$ cat src/rtl/seq_restoring_divider_if.sv
`default_nettype none
// ============================================================================
//  Module      : seq_restoring_divider_if
//  Description : Start/done request and result bundle for the restoring divider.
//  Revision    : 1.0  initial release
// ============================================================================
interface seq_restoring_divider_if #(
    parameter int WIDTH = 8
);
    logic             start;
    logic [WIDTH-1:0] dividend;
    logic [WIDTH-1:0] divisor;
    logic             busy;
    logic             done;
    logic [WIDTH-1:0] quotient;
    logic [WIDTH-1:0] remainder;
    logic             div_by_zero;

    // Requester side: drives the operands, observes status and results.
    modport master (
        output start,
        output dividend,
        output divisor,
        input  busy,
        input  done,
        input  quotient,
        input  remainder,
        input  div_by_zero
    );

    // Divider side.
    modport slave (
        input  start,
        input  dividend,
        input  divisor,
        output busy,
        output done,
        output quotient,
        output remainder,
        output div_by_zero
    );
endinterface
`default_nettype wire

$ cat src/rtl/seq_restoring_divider.sv
`default_nettype none
// ============================================================================
//  Module      : seq_restoring_divider
//  Description : Multi-cycle unsigned restoring divider, one quotient bit per cycle.
//  Revision    : 1.0  initial release
// ============================================================================
module seq_restoring_divider #(
    parameter int WIDTH = 8
) (
    input  wire logic               clk,
    input  wire logic               rst_n,
    seq_restoring_divider_if.slave  bus
);
    localparam int          CW     = (WIDTH > 1) ? $clog2(WIDTH) : 1;
    localparam logic [CW-1:0] c_last = CW'(WIDTH - 1);

    typedef enum logic [1:0] {
        ST_IDLE = 2'd0,
        ST_RUN  = 2'd1,
        ST_DONE = 2'd2
    } state_t;

    state_t           r_state;
    logic [CW-1:0]    r_cnt;
    logic [WIDTH:0]   r_r;
    logic [WIDTH-1:0] r_q;
    logic [WIDTH-1:0] r_d;
    logic             r_busy;
    logic             r_done;
    logic [WIDTH-1:0] r_quotient;
    logic [WIDTH-1:0] r_remainder;
    logic             r_dbz;

    logic [WIDTH:0]   w_shift_r;
    logic [WIDTH+1:0] w_sum;
    logic             w_ge;
    logic [WIDTH:0]   w_r_next;
    logic [WIDTH-1:0] w_q_next;

    // Trial subtraction as R + ~D + 1; the carry out means R >= D.
    // A bit shifted out of R's top makes the partial remainder exceed any D.
    always_comb begin
        w_shift_r = {r_r[WIDTH-1:0], r_q[WIDTH-1]};
        w_sum     = {1'b0, w_shift_r} + {1'b0, ~{1'b0, r_d}} + {{(WIDTH+1){1'b0}}, 1'b1};
        w_ge      = w_sum[WIDTH+1] | r_r[WIDTH];
        w_r_next  = w_ge ? w_sum[WIDTH:0] : w_shift_r;
        w_q_next  = {r_q[WIDTH-2:0], w_ge};
    end

    always_ff @(posedge clk or negedge rst_n) begin
        if (!rst_n) begin
            r_state     <= ST_IDLE;
            r_cnt       <= '0;
            r_r         <= '0;
            r_q         <= '0;
            r_d         <= '0;
            r_busy      <= 1'b0;
            r_done      <= 1'b0;
            r_quotient  <= '0;
            r_remainder <= '0;
            r_dbz       <= 1'b0;
        end else begin
            r_done <= 1'b0;
            case (r_state)
                ST_IDLE, ST_DONE: begin
                    r_state <= ST_IDLE;
                    if (bus.start) begin
                        if (bus.divisor == '0) begin
                            r_quotient  <= '1;
                            r_remainder <= bus.dividend;
                            r_dbz       <= 1'b1;
                            r_done      <= 1'b1;
                            r_state     <= ST_DONE;
                        end else begin
                            r_d     <= bus.divisor;
                            r_q     <= bus.dividend;
                            r_r     <= '0;
                            r_cnt   <= '0;
                            r_busy  <= 1'b1;
                            r_state <= ST_RUN;
                        end
                    end
                end
                ST_RUN: begin
                    r_q   <= w_q_next;
                    r_r   <= w_r_next;
                    r_cnt <= r_cnt + CW'(1);
                    // Published results stay frozen until the final iteration lands.
                    if (r_cnt == c_last) begin
                        r_quotient  <= w_q_next;
                        r_remainder <= w_r_next[WIDTH-1:0];
                        r_dbz       <= 1'b0;
                        r_done      <= 1'b1;
                        r_busy      <= 1'b0;
                        r_state     <= ST_DONE;
                    end
                end
                default: begin
                    r_state <= ST_IDLE;
                    r_busy  <= 1'b0;
                end
            endcase
        end
    end

    assign bus.busy        = r_busy;
    assign bus.done        = r_done;
    assign bus.quotient    = r_quotient;
    assign bus.remainder   = r_remainder;
    assign bus.div_by_zero = r_dbz;
endmodule
`default_nettype wire

$ cat src/flat_wrapper.sv
// flat-port wrapper written by rule: the top's interface ports become plain ports
module seq_restoring_divider_flat 
#(
    parameter int WIDTH = 8
)
  (clk, rst_n, bus_start, bus_dividend, bus_divisor, bus_busy, bus_done, bus_quotient, bus_remainder, bus_div_by_zero);
  seq_restoring_divider_if #(.WIDTH(WIDTH)) bus_i ();
  input  wire logic clk;
  input  wire logic rst_n;
  input wire logic [$bits(bus_i.start)-1:0] bus_start;
  input wire logic [$bits(bus_i.dividend)-1:0] bus_dividend;
  input wire logic [$bits(bus_i.divisor)-1:0] bus_divisor;
  output wire logic [$bits(bus_i.busy)-1:0] bus_busy;
  output wire logic [$bits(bus_i.done)-1:0] bus_done;
  output wire logic [$bits(bus_i.quotient)-1:0] bus_quotient;
  output wire logic [$bits(bus_i.remainder)-1:0] bus_remainder;
  output wire logic [$bits(bus_i.div_by_zero)-1:0] bus_div_by_zero;
  assign bus_i.start = bus_start;
  assign bus_i.dividend = bus_dividend;
  assign bus_i.divisor = bus_divisor;
  assign bus_busy = bus_i.busy;
  assign bus_done = bus_i.done;
  assign bus_quotient = bus_i.quotient;
  assign bus_remainder = bus_i.remainder;
  assign bus_div_by_zero = bus_i.div_by_zero;
  seq_restoring_divider #(.WIDTH(WIDTH)) u_core (.clk(clk), .rst_n(rst_n), .bus(bus_i));
endmodule
$ cat config.mk
export PLATFORM = sky130hd
export DESIGN_NAME = seq_restoring_divider_flat
export DESIGN_NICKNAME = d
export VERILOG_FILES = /design/src/rtl/seq_restoring_divider_if.sv /design/src/rtl/seq_restoring_divider.sv /design/src/flat_wrapper.sv
export SDC_FILE = /design/constraint.sdc
export NUM_CORES = 1
export LEC_CHECK = 0
export BUFFER_PORTS_ARGS = -buffer_cell sky130_fd_sc_hd__buf_4
export CELL_PAD_IN_SITES_DETAIL_PLACEMENT = 1
export CELL_PAD_IN_SITES_GLOBAL_PLACEMENT = 1
export CORE_MARGIN = 5
export CORE_UTILIZATION = 39
export DETAILED_ROUTE_END_ITERATION = 16
export GPL_ROUTABILITY_DRIVEN = 0
export PLACE_DENSITY_LB_ADDON = 0.1
export SYNTH_ARGS = -nofsm -noshare
export SYNTH_HDL_FRONTEND = slang
export SYNTH_SLANG_ARGS = --single-unit
$ cat constraint.sdc
create_clock -name clk -period 2.35 [get_ports clk]
set_clock_uncertainty 0.2 [all_clocks]
set_input_delay 0.3525 -clock clk [delete_from_list [all_inputs] [get_ports clk]]
set_output_delay 0.3525 -clock clk [all_outputs]
set_load 0.1 [all_outputs]
Yosys cells after proc, flatten, opt, wreduce, memory -nomap -nowiden
Cells that the tools add are included.

cells by class
  add/sub/neg operators = 3
  equality and inequality tests = 7
  mux-type cells = 33
  bitwise logic cells = 3
  reductions and logical operators = 8

operators by type and width
  cell                                                             number
  8-bit 2-to-1 mux                                                 8
  8-bit case mux with 2 select lines                               3
  9-bit 2-to-1 mux                                                 3
  9-bit case mux with 2 select lines                               1
  10-bit by 1-bit adder with 10-bit output, second input constant  1
  9-bit by 9-bit adder with 10-bit output                          1
  8-bit inverter with 9-bit output                                 1
  3-bit AND reduction                                              3
  8-bit logical NOT                                                1
  1-bit 2-to-1 mux                                                 8
  2-bit 2-to-1 mux                                                 3
  3-bit 2-to-1 mux                                                 2
  1-bit case mux with 2 select lines                               3
  3-bit case mux with 2 select lines                               1
  2-bit by 1-bit != test with 1-bit output, second input constant  2
  2-bit != test, second input constant                             2
  2-bit case mux with 2 select lines                               1
  4-bit AND reduction                                              1
  3-bit by 1-bit adder with 3-bit output, second input constant    1
  3-bit == test, second input constant                             1
  2-bit by 1-bit == test with 1-bit output, second input constant  1
  2-bit == test, second input constant                             1
  2-bit logical NOT                                                1
  2-bit nonzero test                                               1
  3 further kinds                                                  3

storage, ports and cells
  register bits = 49
  bits of input ports = 19

Longest topological paths before layout
Gate-level depths: netlist of the first run.

  depth after elaboration = 7
  depth in mapped cells = 10

Worst setup path after synthesis of the first run
Ideal clock, no wire load.

  path type = in2reg
  start point = input bus_divisor[5]
  end point = register u_core.r_remainder[5] (netlist: u_core.bus.remainder[5])
  setup time = 77 ps
  arrival = 2061 ps
  required time = 2073 ps
  setup slack = 12 ps
  cell stages on the path = 8
  path buffers = 1
  cell sequence = or4_1 > or4b_4 > buf_6 > and2_4 > clkinv_8 > and3_1 > a21oi_1 > o21ai_1

on the way
  cells in the longest elaborated chain, start to end = 3

ends and longest elaborated chain
  item                                                       line                         RTL
  start, declared                                            flat_wrapper.sv:12           input wire logic [$bits(bus_i.divisor)-1:0] bus_divisor;
  8-bit logical NOT                                          seq_restoring_divider.sv:68  if (bus.divisor == '0) begin
  2-bit by 1-bit != test with 1-bit output (no source line)  n/a
  4-bit AND reduction (no source line)                       n/a
  end signal, assigned                                       seq_restoring_divider.sv:70  r_remainder <= bus.dividend;
  end signal, assigned                                       seq_restoring_divider.sv:91  r_remainder <= w_r_next[WIDTH-1:0];
  end, declared                                              seq_restoring_divider.sv:31  logic [WIDTH-1:0] r_remainder;

Every way passes these cells.
A chain may end at the register's enable or synchronous reset.

Worst setup path in the final report of the first run
  start point = register u_core.r_d[1]
  end point = register u_core.r_remainder[0] (netlist: u_core.bus.remainder[0])

on the way
  cells in the longest elaborated chain, start to end = 7

ends and longest elaborated chain
  item                                      line                         RTL
  start, declared                           seq_restoring_divider.sv:27  logic [WIDTH-1:0] r_d;
  start signal, assigned                    seq_restoring_divider.sv:75  r_d <= bus.divisor;
  8-bit inverter with 9-bit output          seq_restoring_divider.sv:44  w_sum = {1'b0, w_shift_r} + {1'b0, ~{1'b0, r_d}} + {{(WIDTH+1){1'b0}}, 1'b1};
  9-bit by 9-bit adder with 10-bit output   seq_restoring_divider.sv:44
  10-bit by 1-bit adder with 10-bit output  seq_restoring_divider.sv:44
  1-bit OR                                  seq_restoring_divider.sv:45  w_ge = w_sum[WIDTH+1] | r_r[WIDTH];
  9-bit 2-to-1 mux                          seq_restoring_divider.sv:46  w_r_next = w_ge ? w_sum[WIDTH:0] : w_shift_r;
  8-bit 2-to-1 mux                          seq_restoring_divider.sv:89  if (r_cnt == c_last) begin
  8-bit case mux with 2 select lines        seq_restoring_divider.sv:64  case (r_state)

Every way passes these cells. The select of a mux whose other input is x is not followed.

==> results.yml, run 1 <==
status:
  status: "complete, but fails checks"
  violations: "negative setup slack"
worst_setup_path:
  arrival_ns: 2.38
  max_stage_delay_ns: 0.44
  r2r_end: "u_core.bus.remainder[0]$_DFFE_PN0P_"
  path_cells: "inv_1, ha_1, nor2b_1, o21ai_1, o211ai_1, a211o_4, mux2_2, o22ai_1"
  r2r_setup_slack_ns: -0.01
  cp_data_required_time_ns: 2.36
  start_kind: "flop"
  crit_buf_inv: 1
  worst-path-max-fanout: 8
  crit_type: "reg -> reg"
  cp-startpoint: "u_core.r_d[1]$_DFFE_PN0P_"
  crit_end: "u_core.bus.remainder[0]$_DFFE_PN0P_"
  r2r_cells: 8
  end_kind: "flop"
  cp_top_family: "compound AO/OA/AOI/OAI gates"
  reg2reg_from: "u_core.r_d[1]$_DFFE_PN0P_"
  cp.depth: 8
  critPathSlowestCell: "a211o_4"
logic_synthesis:
  synth_area_leaders: "dfrtp_1 (50%), nand2_1 (6.3%), ha_1 (5.1%)"
  synth_top_family_by_area: "simple AND/OR/NAND/NOR gates"
  synth_area_um2: 2440
  synth_top_area_share_pct: 50.2
  ys_top_cells_by_count: "dfrtp_1 (49), nand2_1 (41), nor2_1 (28), o21ai_0 (23), a21oi_1 (14)"
  synth.net_count: 287
  yosysMostFrequentCell: "dfrtp_1"
  ys_seq_elements: 49
  synth.area.mux_share_pct: 2.92
  synth_compound_area_share_pct: 16.0
  async_flop_share_pct: 100
  ys.flop_type: "dfrtp_1"
  yosys.area_share.xor_xnor_pct: 1.79
  yosysTopAreaCell: "dfrtp_1"
  synth_cell_type_count: 43
  synthAdderAreaFrac_pct: 5.95
  avgSynthCellArea_um2: 9.50
  yosysSeqAreaShare_pct: 50.2
  synth-simple-area-share_pct: 17.4
  synth-edff-count: 0
  synthCells: 257
  ys_warn_count: 0
layout:
  nFillCells: 686
  multi_input_area_um2: 1150
  fin_nets: 349
  synthToLayoutAreaGrowth_pct: 30.2
  diodes: 0
  ff_latch_area_um2: 1230
  drive_gt1_share_pct: 30.3
  fin_area_um2: 3180
  final_util_pct: 53.1
floorplanning:
  chipWidth_um: 89.1
  initial_core_util_pct: 40.7
  dieArea_um2: 7940
  die_y_um: 89.1
  core_um2: 5990
  boundaryPins: 38
  std_cell_rows: 28
routing:
  detail_route.first_pass.iterations: 4
  vias: 2121
  via_per_inst: 5.37
  antenna_left: 0
  drcViolationCount: 0
  routed_wl_um: 7030
  wl_per_cell_um: 17.8
  dr.first_iter.drc_count: 77
timing:
  drv_slew: 0
  relSlewSlack_pct: 57.5
  rsz0062_at_grt: "true"
  max_freq_mhz: 423
  fin_ws_ns: -0.0133
  setup-violations-final: 1
  fin_crit_sh_pct: 101
  worst_pin_slew_ns: 0.638
  fin_crit_ns: 2.36
  finalHoldViolations: 0
cts:
  cts_tree: "yes"
  cts_buffers: 5
  clk_latency_ns: 0.29
  htree_levels: 2
  cts.sinks: 49
  path_clk_slew_ns: 0.09
  cts.path.max_buffers: 2
  cts_root_buf: "clkbuf_8"
flow_run:
  maxCapViolCount: 0
grt:
  grt_pass1_wl_um: 11700
  grt_pass1_vias: 2383
  antenna_found_initial: 0
  grt_max_degree: 50
  grt_overflow: 0
  grtUsageTotal_pct: 19.0
place:
  post-dp-hpwl_um: 5180
  placed_area_um2: 3000
  io_buffers: 37
hold_path:
  min_path_type: "in -> reg"
-- registers in the layout, summed over array words and instances, names as in the netlist --
name                    cells
u_core.r_r                  9
u_core.bus.quotient         8
u_core.bus.remainder        8
u_core.r_d                  8
u_core.r_q                  8
u_core.r_cnt                3
u_core.r_state              2
u_core.bus.busy             1
u_core.bus.div_by_zero      1
u_core.bus.done             1
-- worst min-delay path by stage --
stage	cells past startpoint	slack (ns)	endpoint	startpoint
3_3_place_gp	1	0.23	u_core.r_d[3]$_DFFE_PN0P_	rst_n
2_1_floorplan	0	-0.14	u_core.bus.busy$_DFFE_PN0P_	rst_n
5_1_grt	3	0.07	u_core.r_d[6]$_DFFE_PN0P_	bus_divisor[6]
4_1_cts	3	0.06	u_core.r_d[1]$_DFFE_PN0P_	bus_divisor[1]
6_report	3	0.07	u_core.r_d[1]$_DFFE_PN0P_	bus_divisor[1]
3_5_place_dp	1	0.23	u_core.r_d[3]$_DFFE_PN0P_	rst_n
-- routing by layer --
metal  vias up  global-route usage (%)  part of all wire [%]
li1       1002                       -                     -
met4         0                    3.38                  0.68
met1      1070                    25.3                    45
met5         -                       0                     0
met2        45                    33.4                    50
met3         4                    2.67                   3.9
-- placed cells by master, fill, tap and decap left out, types with 4 or more instances in the layout --
cell type,Yosys,routed
buf_12,1,4
nand2_1,41,41
o21ai_0,23,20
nand3_1,9,9
a21oi_1,14,11
a21oi_2,3,5
clkbuf_8,0,5
dfrtp_1,49,49
ha_1,10,8
mux2i_1,6,5
a31oi_1,10,10
nor2b_1,5,5
nor2_1,28,28
buf_4,2,63
inv_1,11,10
-- stage by stage --
stage | TNS [ns] | worst slack (ns) | instances | hold slack [ns]
5_1_grt | -0.428 | -0.0658 | 395 | 0.0675
4_1_cts | 0 | 0.0112 | 394 | 0.0645
6_report | -0.0133 | -0.0133 | 395 | 0.0683
2_1_floorplan | 0 | 0.0118 | 257 | -0.143
3_5_place_dp | -0.634 | -0.0820 | 385 | 0.227
3_3_place_gp | -0.306 | -0.0885 | 385 | 0.229
-- tightest hold or removal path, cell delays in order --
cell and delay [ns]:
buf_4 0.08, nand2_1 0.04, o21ai_0 0.06
-- timing repair --
| action | CTS | global route |
|---|---|---|
| pin swaps | 3 | 4 |
| gates resized for setup | 5 | 13 |
| setup buffers | 0 | 1 |
| hold buffers | 1 | 0 |
| setup endpoints to repair | 7 | 14 |
| endpoints found under the hold margin | 49 | 0 |
-- logic make-up (layout without fill, tap and decap cells) --
| logic type | after synthesis | in the layout |
|---|---|---|
| xor+xnor | 5 | 5 |
| flops | 49 | 49 |
| fa+ha+maj | 11 | 11 |
| buf+inv | 25 | 88 |
| mux | 7 | 7 |
| compound gates | 65 | 65 |
| simple gates | 95 | 95 |
-- layout make-up --
| cell class | instances | share of cell area, % |
|---|---|---|
| Sequential cell | 49 | 38.6 |
| Inverter | 12 | 1.81 |
| Timing Repair Buffer | 68 | 17.7 |
| Clock buffer | 5 | 2.16 |
| Multi-Input combinational cell | 183 | 36.1 |
| Tap cell | 75 | 2.95 |
| Clock inverter | 3 | 0.669 |
Power of run 1 is left out: the tool's default activity adds up to more than one toggle a clock period on the data nets, which glitch-free logic cannot reach.
==> inputs of run 2 (changes only) <==
--- a/config.mk
+++ b/config.mk
@@ -8,11 +8,13 @@
 export BUFFER_PORTS_ARGS = -buffer_cell sky130_fd_sc_hd__buf_4
 export CELL_PAD_IN_SITES_DETAIL_PLACEMENT = 1
 export CELL_PAD_IN_SITES_GLOBAL_PLACEMENT = 1
+export CORE_ASPECT_RATIO = 1.2
 export CORE_MARGIN = 5
 export CORE_UTILIZATION = 39
 export DETAILED_ROUTE_END_ITERATION = 16
 export GPL_ROUTABILITY_DRIVEN = 0
 export PLACE_DENSITY_LB_ADDON = 0.1
+export SKIP_LAST_GASP = 1
 export SYNTH_ARGS = -nofsm -noshare
 export SYNTH_HDL_FRONTEND = slang
 export SYNTH_SLANG_ARGS = --single-unit
==> results.yml, run 2 (same netlist as run 1, synthesis figures left out) <==
status:
  status: "finished clean"
floorplanning:
  std_cell_rows: 31
  chipWidth_um: 82.2
  core_um2: 6050
  initial_core_util_pct: 40.3
  boundaryPins: 38
  dieArea_um2: 7950
  die_y_um: 96.7
timing:
  relSlewSlack_pct: 57.0
  fin_crit_sh_pct: 97.9
  rsz0062_at_grt: "true"
  setup-violations-final: 0
  worst_pin_slew_ns: 0.645
  drv_slew: 0
  fin_crit_ns: 2.30
  finalHoldViolations: 0
  whs_ns: 0.0552
  max_freq_mhz: 435
worst_setup_path:
  cp_data_required_time_ns: 2.37
  crit_type: "reg -> reg"
  crit_top_cell: "inv_2"
  max_stage_delay_ns: 0.40
  arrival_ns: 2.32
  crit_buf_inv: 3
  start_kind: "flop"
  worst-path-max-fanout: 2
  critPathSlowestCell: "dfrtp_1"
  cp_top_family: "adder cells"
  path_cells: "inv_2, ha_4, inv_2, fa_2, a21oi_2, buf_4, o21bai_4, xor2_1, mux2i_1, a221oi_1"
  end_kind: "flop"
cts:
  cts.path.max_buffers: 2
  cts_tree: "yes"
  cts.sinks: 49
  cts_root_buf: "clkbuf_8"
  path_clk_slew_ns: 0.09
  htree_levels: 2
  clk_latency_ns: 0.31
  cts_buffers: 5
place:
  post-dp-hpwl_um: 4970
  io_buffers: 37
layout:
  fin_nets: 347
  drive_gt1_share_pct: 29.2
  synthToLayoutAreaGrowth_pct: 29.0
  diodes: 0
  largest_reg_flops: 9
  largest_register: "u_core.r_r"
  nFillCells: 715
  layout_commonest_cell: "buf_4"
  final_cell_mix: "buf_4 (62), dfrtp_1 (49), nand2_1 (41)"
grt:
  antenna_found_initial: 0
  grt_overflow: 0
  grt_pass1_wl_um: 11800
  grtUsageTotal_pct: 19.1
  grt_max_degree: 50
  grt_pass1_vias: 2459
hold_path:
  min_path_type: "in -> reg"
routing:
  wl_per_cell_um: 16.7
  vias: 2073
  drcViolationCount: 0
  dr.first_iter.drc_count: 59
  routed_wl_um: 6690
  antenna_left: 0
  via_per_inst: 5.18
  detail_route.first_pass.iterations: 4
flow_run:
  maxCapViolCount: 0
## run 2: timing repair
action	CTS	global route
gates resized for setup	5	9
pin swaps	2	7
endpoints found under the hold margin	49	0
hold buffers	1	0
buffers inserted	0	2
endpoints found under the setup margin	8	15
## run 2: metal layers
| layer | wire length [um] | vias to the layer above | share of wire [%] | track usage, % |
|---|---|---|---|---|
| li1 | - | 1003 | - | - |
| met1 | 3000 | 1024 | 45 | 23.5 |
| met2 | 3350 | 38 | 50 | 32.4 |
| met3 | 238 | 8 | 3.6 | 4.46 |
| met4 | 104 | 0 | 1.6 | 5.50 |
| met5 | 0 | - | 0 | 0 |
## run 2: area by class of cell
cell class | instances | area, um^2 | share of cell area, %
clock buffer | 7 | 96.3 | 3.06
clock inverter | 1 | 5.00 | 0.159
inverter | 12 | 57.6 | 1.83
multi-input combinational | 183 | 1130 | 35.8
sequential | 49 | 1230 | 38.9
tap | 82 | 103 | 3.26
timing repair buffer | 66 | 536 | 17.0
## run 2: worst paths after layout
path | depth (start not counted) | from | slack (ns) | end
min reg2reg | 2 | u_core.bus.div_by_zero$_DFFE_PN0P_ | 0.30 | u_core.bus.div_by_zero$_DFFE_PN0P_
max in group asynchronous | 2 | rst_n | 1.11 | u_core.r_d[5]$_DFFE_PN0P_
min | 3 | bus_divisor[2] | 0.06 | u_core.r_d[2]$_DFFE_PN0P_
max | 10 | u_core.r_q[7]$_DFFE_PN0P_ | 0.05 | u_core.bus.remainder[4]$_DFFE_PN0P_
max reg2reg | 10 | u_core.r_q[7]$_DFFE_PN0P_ | 0.05 | u_core.bus.remainder[4]$_DFFE_PN0P_
min in group asynchronous | 2 | rst_n | 0.40 | u_core.r_state[0]$_DFFE_PN0N_
## run 2: worst register-to-register path, stage by stage, from the launching register on
cell      delay [ns]
dfrtp_1         0.40
inv_2           0.08
ha_4            0.13
inv_2           0.04
fa_2            0.39
a21oi_2         0.19
buf_4           0.15
o21bai_4        0.05
xor2_1          0.18
mux2i_1         0.12
a221oi_1        0.27
## run 2: metrics by stage
step	utilization, %	cell area (um^2)	setup slack, ns	cells	TNS [ns]
detailed placement	49.1	2970	-0.124	389	-1.32
global route	52.0	3150	-0.0702	400	-0.262
CTS	51.2	3100	0.0104	398	0
global placement	49.1	2970	-0.112	389	-0.952
finish	52.0	3150	0.0502	400	0
floorplan	-	2440	0.0118	257	0
Power of run 2 is left out for the same reason.
==> inputs of run 3 (changes only) <==
==> constraint.sdc (replaced) <==
create_clock -name clk -period 2.35 [get_ports clk]
set_clock_uncertainty 0.2 [all_clocks]
set_input_delay 0.235 -clock clk [delete_from_list [all_inputs] [get_ports clk]]
set_output_delay 0.235 -clock clk [all_outputs]
set_load 0.1 [all_outputs]
==> results.yml, run 3 (same netlist as run 1, synthesis figures left out) <==
status:
  status: "finished clean"
grt:
  busiest_layer: "met2"
  grt_pass1_wl_um: 11300
  use_met2_pct: 29.9
  grt_max_degree: 50
  antenna_found_initial: 0
  gr-usage-met3_pct: 3.62
  met1_usage_pct: 24.1
  grt_overflow: 0
  grt_pass1_vias: 2308
  grtUsageTotal_pct: 18.0
timing:
  rsz0062_at_grt: "true"
  fin_crit_ns: 2.26
  relSlewSlack_pct: 56.9
  fin_crit_sh_pct: 96.3
  finalHoldViolations: 0
  worst_pin_slew_ns: 0.647
  setup-violations-final: 0
  drv_slew: 0
  max_freq_mhz: 442
place:
  io_buffers: 37
  post-dp-hpwl_um: 4810
floorplanning:
  dieArea_um2: 7950
  boundaryPins: 38
  die_y_um: 96.7
  chipWidth_um: 82.2
  initial_core_util_pct: 40.3
  core_um2: 6050
  std_cell_rows: 31
layout:
  fin_nets: 345
  largest_reg_flops: 9
  ff_latch_area_um2: 1230
  diodes: 0
  largest_register: "u_core.r_r"
  final_cell_mix: "buf_4 (52), dfrtp_1 (49), nand2_1 (41)"
  drive_gt1_share_pct: 24.8
  nFillCells: 720
  synthToLayoutAreaGrowth_pct: 28.3
  layout_commonest_cell: "buf_4"
  multi_input_area_um2: 1110
  final_util_pct: 51.8
hold_path:
  min_from: "bus_dividend[3]"
  min_path_type: "in -> reg"
worst_setup_path:
  crit_buf_inv: 0
  cp_top_family: "compound AO/OA/AOI/OAI gates"
  critPathSlowestCell: "dfrtp_1"
  path_cells: "ha_1, a21oi_2, o211ai_1, a211o_4, mux2i_1, o22ai_1"
  max_stage_delay_ns: 0.42
  reg2reg_from: "u_core.r_r[3]$_DFFE_PN0P_"
  crit_type: "reg -> reg"
  cp_data_required_time_ns: 2.32
  end_kind: "flop"
  worst-path-max-fanout: 8
  arrival_ns: 2.23
  cp-startpoint: "u_core.r_r[3]$_DFFE_PN0P_"
  start_kind: "flop"
cts:
  cts.sinks: 49
  htree_levels: 2
  postCtsSetupRepairBufs: 0
  cts.path.max_buffers: 2
  clk_latency_ns: 0.30
  cts_buffers: 5
  cts_root_buf: "clkbuf_8"
  cts_tree: "yes"
  path_clk_slew_ns: 0.09
routing:
  drcViolationCount: 0
  detail_route.first_pass.iterations: 4
  via_per_inst: 5.13
  routed_wl_um: 6640
  antenna_left: 0
  dr.first_iter.drc_count: 67
  wl_per_cell_um: 16.7
  vias: 2035
flow_run:
  maxCapViolCount: 0
==> run 3: cell count changes in the layout (fill, tap and decap cells not counted), sizes merged <==
cell,previous run,this run
buf,65,54
dlygate4sd3,1,10
clkbuf,7,5
bufinv,0,1
==> run 3: final cells by class <==
| class | count | area share, % |
|---|---|---|
| Tap cell | 82 | 3.28 |
| Multi-Input combinational cell | 183 | 35.5 |
| Clock buffer | 5 | 2.20 |
| Inverter | 12 | 1.84 |
| Sequential cell | 49 | 39.2 |
| Timing Repair Buffer | 64 | 16.9 |
| Clock inverter | 2 | 1.12 |
==> run 3: path summary, 6_finish.rpt <==
path / end / depth (start not counted) / slack [ns]
min reg2reg: u_core.bus.div_by_zero$_DFFE_PN0P_ / 2 / 0.29
min: u_core.r_q[3]$_DFFE_PN0P_ / 3 / 0.009
max reg2reg: u_core.bus.remainder[2]$_DFFE_PN0P_ / 6 / 0.09
max: u_core.bus.remainder[2]$_DFFE_PN0P_ / 6 / 0.09
max in group asynchronous: u_core.r_d[5]$_DFFE_PN0P_ / 2 / 1.22
min in group asynchronous: u_core.r_state[1]$_DFFE_PN0N_ / 2 / 0.30
==> run 3: what timing repair did <==
item                                    CTS  global route
hold buffers                             10             0
gates resized for setup                   2             8
pin swaps                                 1             3
hold endpoints to repair                 58             0
endpoints found under the setup margin    7            16
==> run 3: metal layers <==
metal | part of all wire, % | vias up
li1 | - | 996
met5 | 0 | -
met1 | 45 | 1004
met2 | 51 | 30
met4 | 0.68 | 0
met3 | 3.6 | 5
==> run 3: worst reg2reg max path, cell delays in order, from the launching register on <==
cell and delay, ns:
dfrtp_1 0.42, ha_1 0.37, a21oi_2 0.19, o211ai_1 0.14
a211o_4 0.41, mux2i_1 0.27, o22ai_1 0.14
==> run 3: through the flow <==
stage | TNS, ns | hold slack (ns) | worst slack [ns] | instance area [um^2] | std cells
6_report | 0 | 0.00942 | 0.0861 | 3130 | 397
5_1_grt | -0.0959 | 0.0155 | -0.0503 | 3130 | 397
4_1_cts | 0 | 0.000534 | 0.00353 | 3100 | 397
3_5_place_dp | -0.128 | 0.109 | -0.0558 | 2890 | 380
3_3_place_gp | -0.0302 | 0.109 | -0.0156 | 2890 | 380
2_1_floorplan | 0 | -0.261 | 0.0788 | 2440 | 257
Power of run 3 is left out for the same reason.
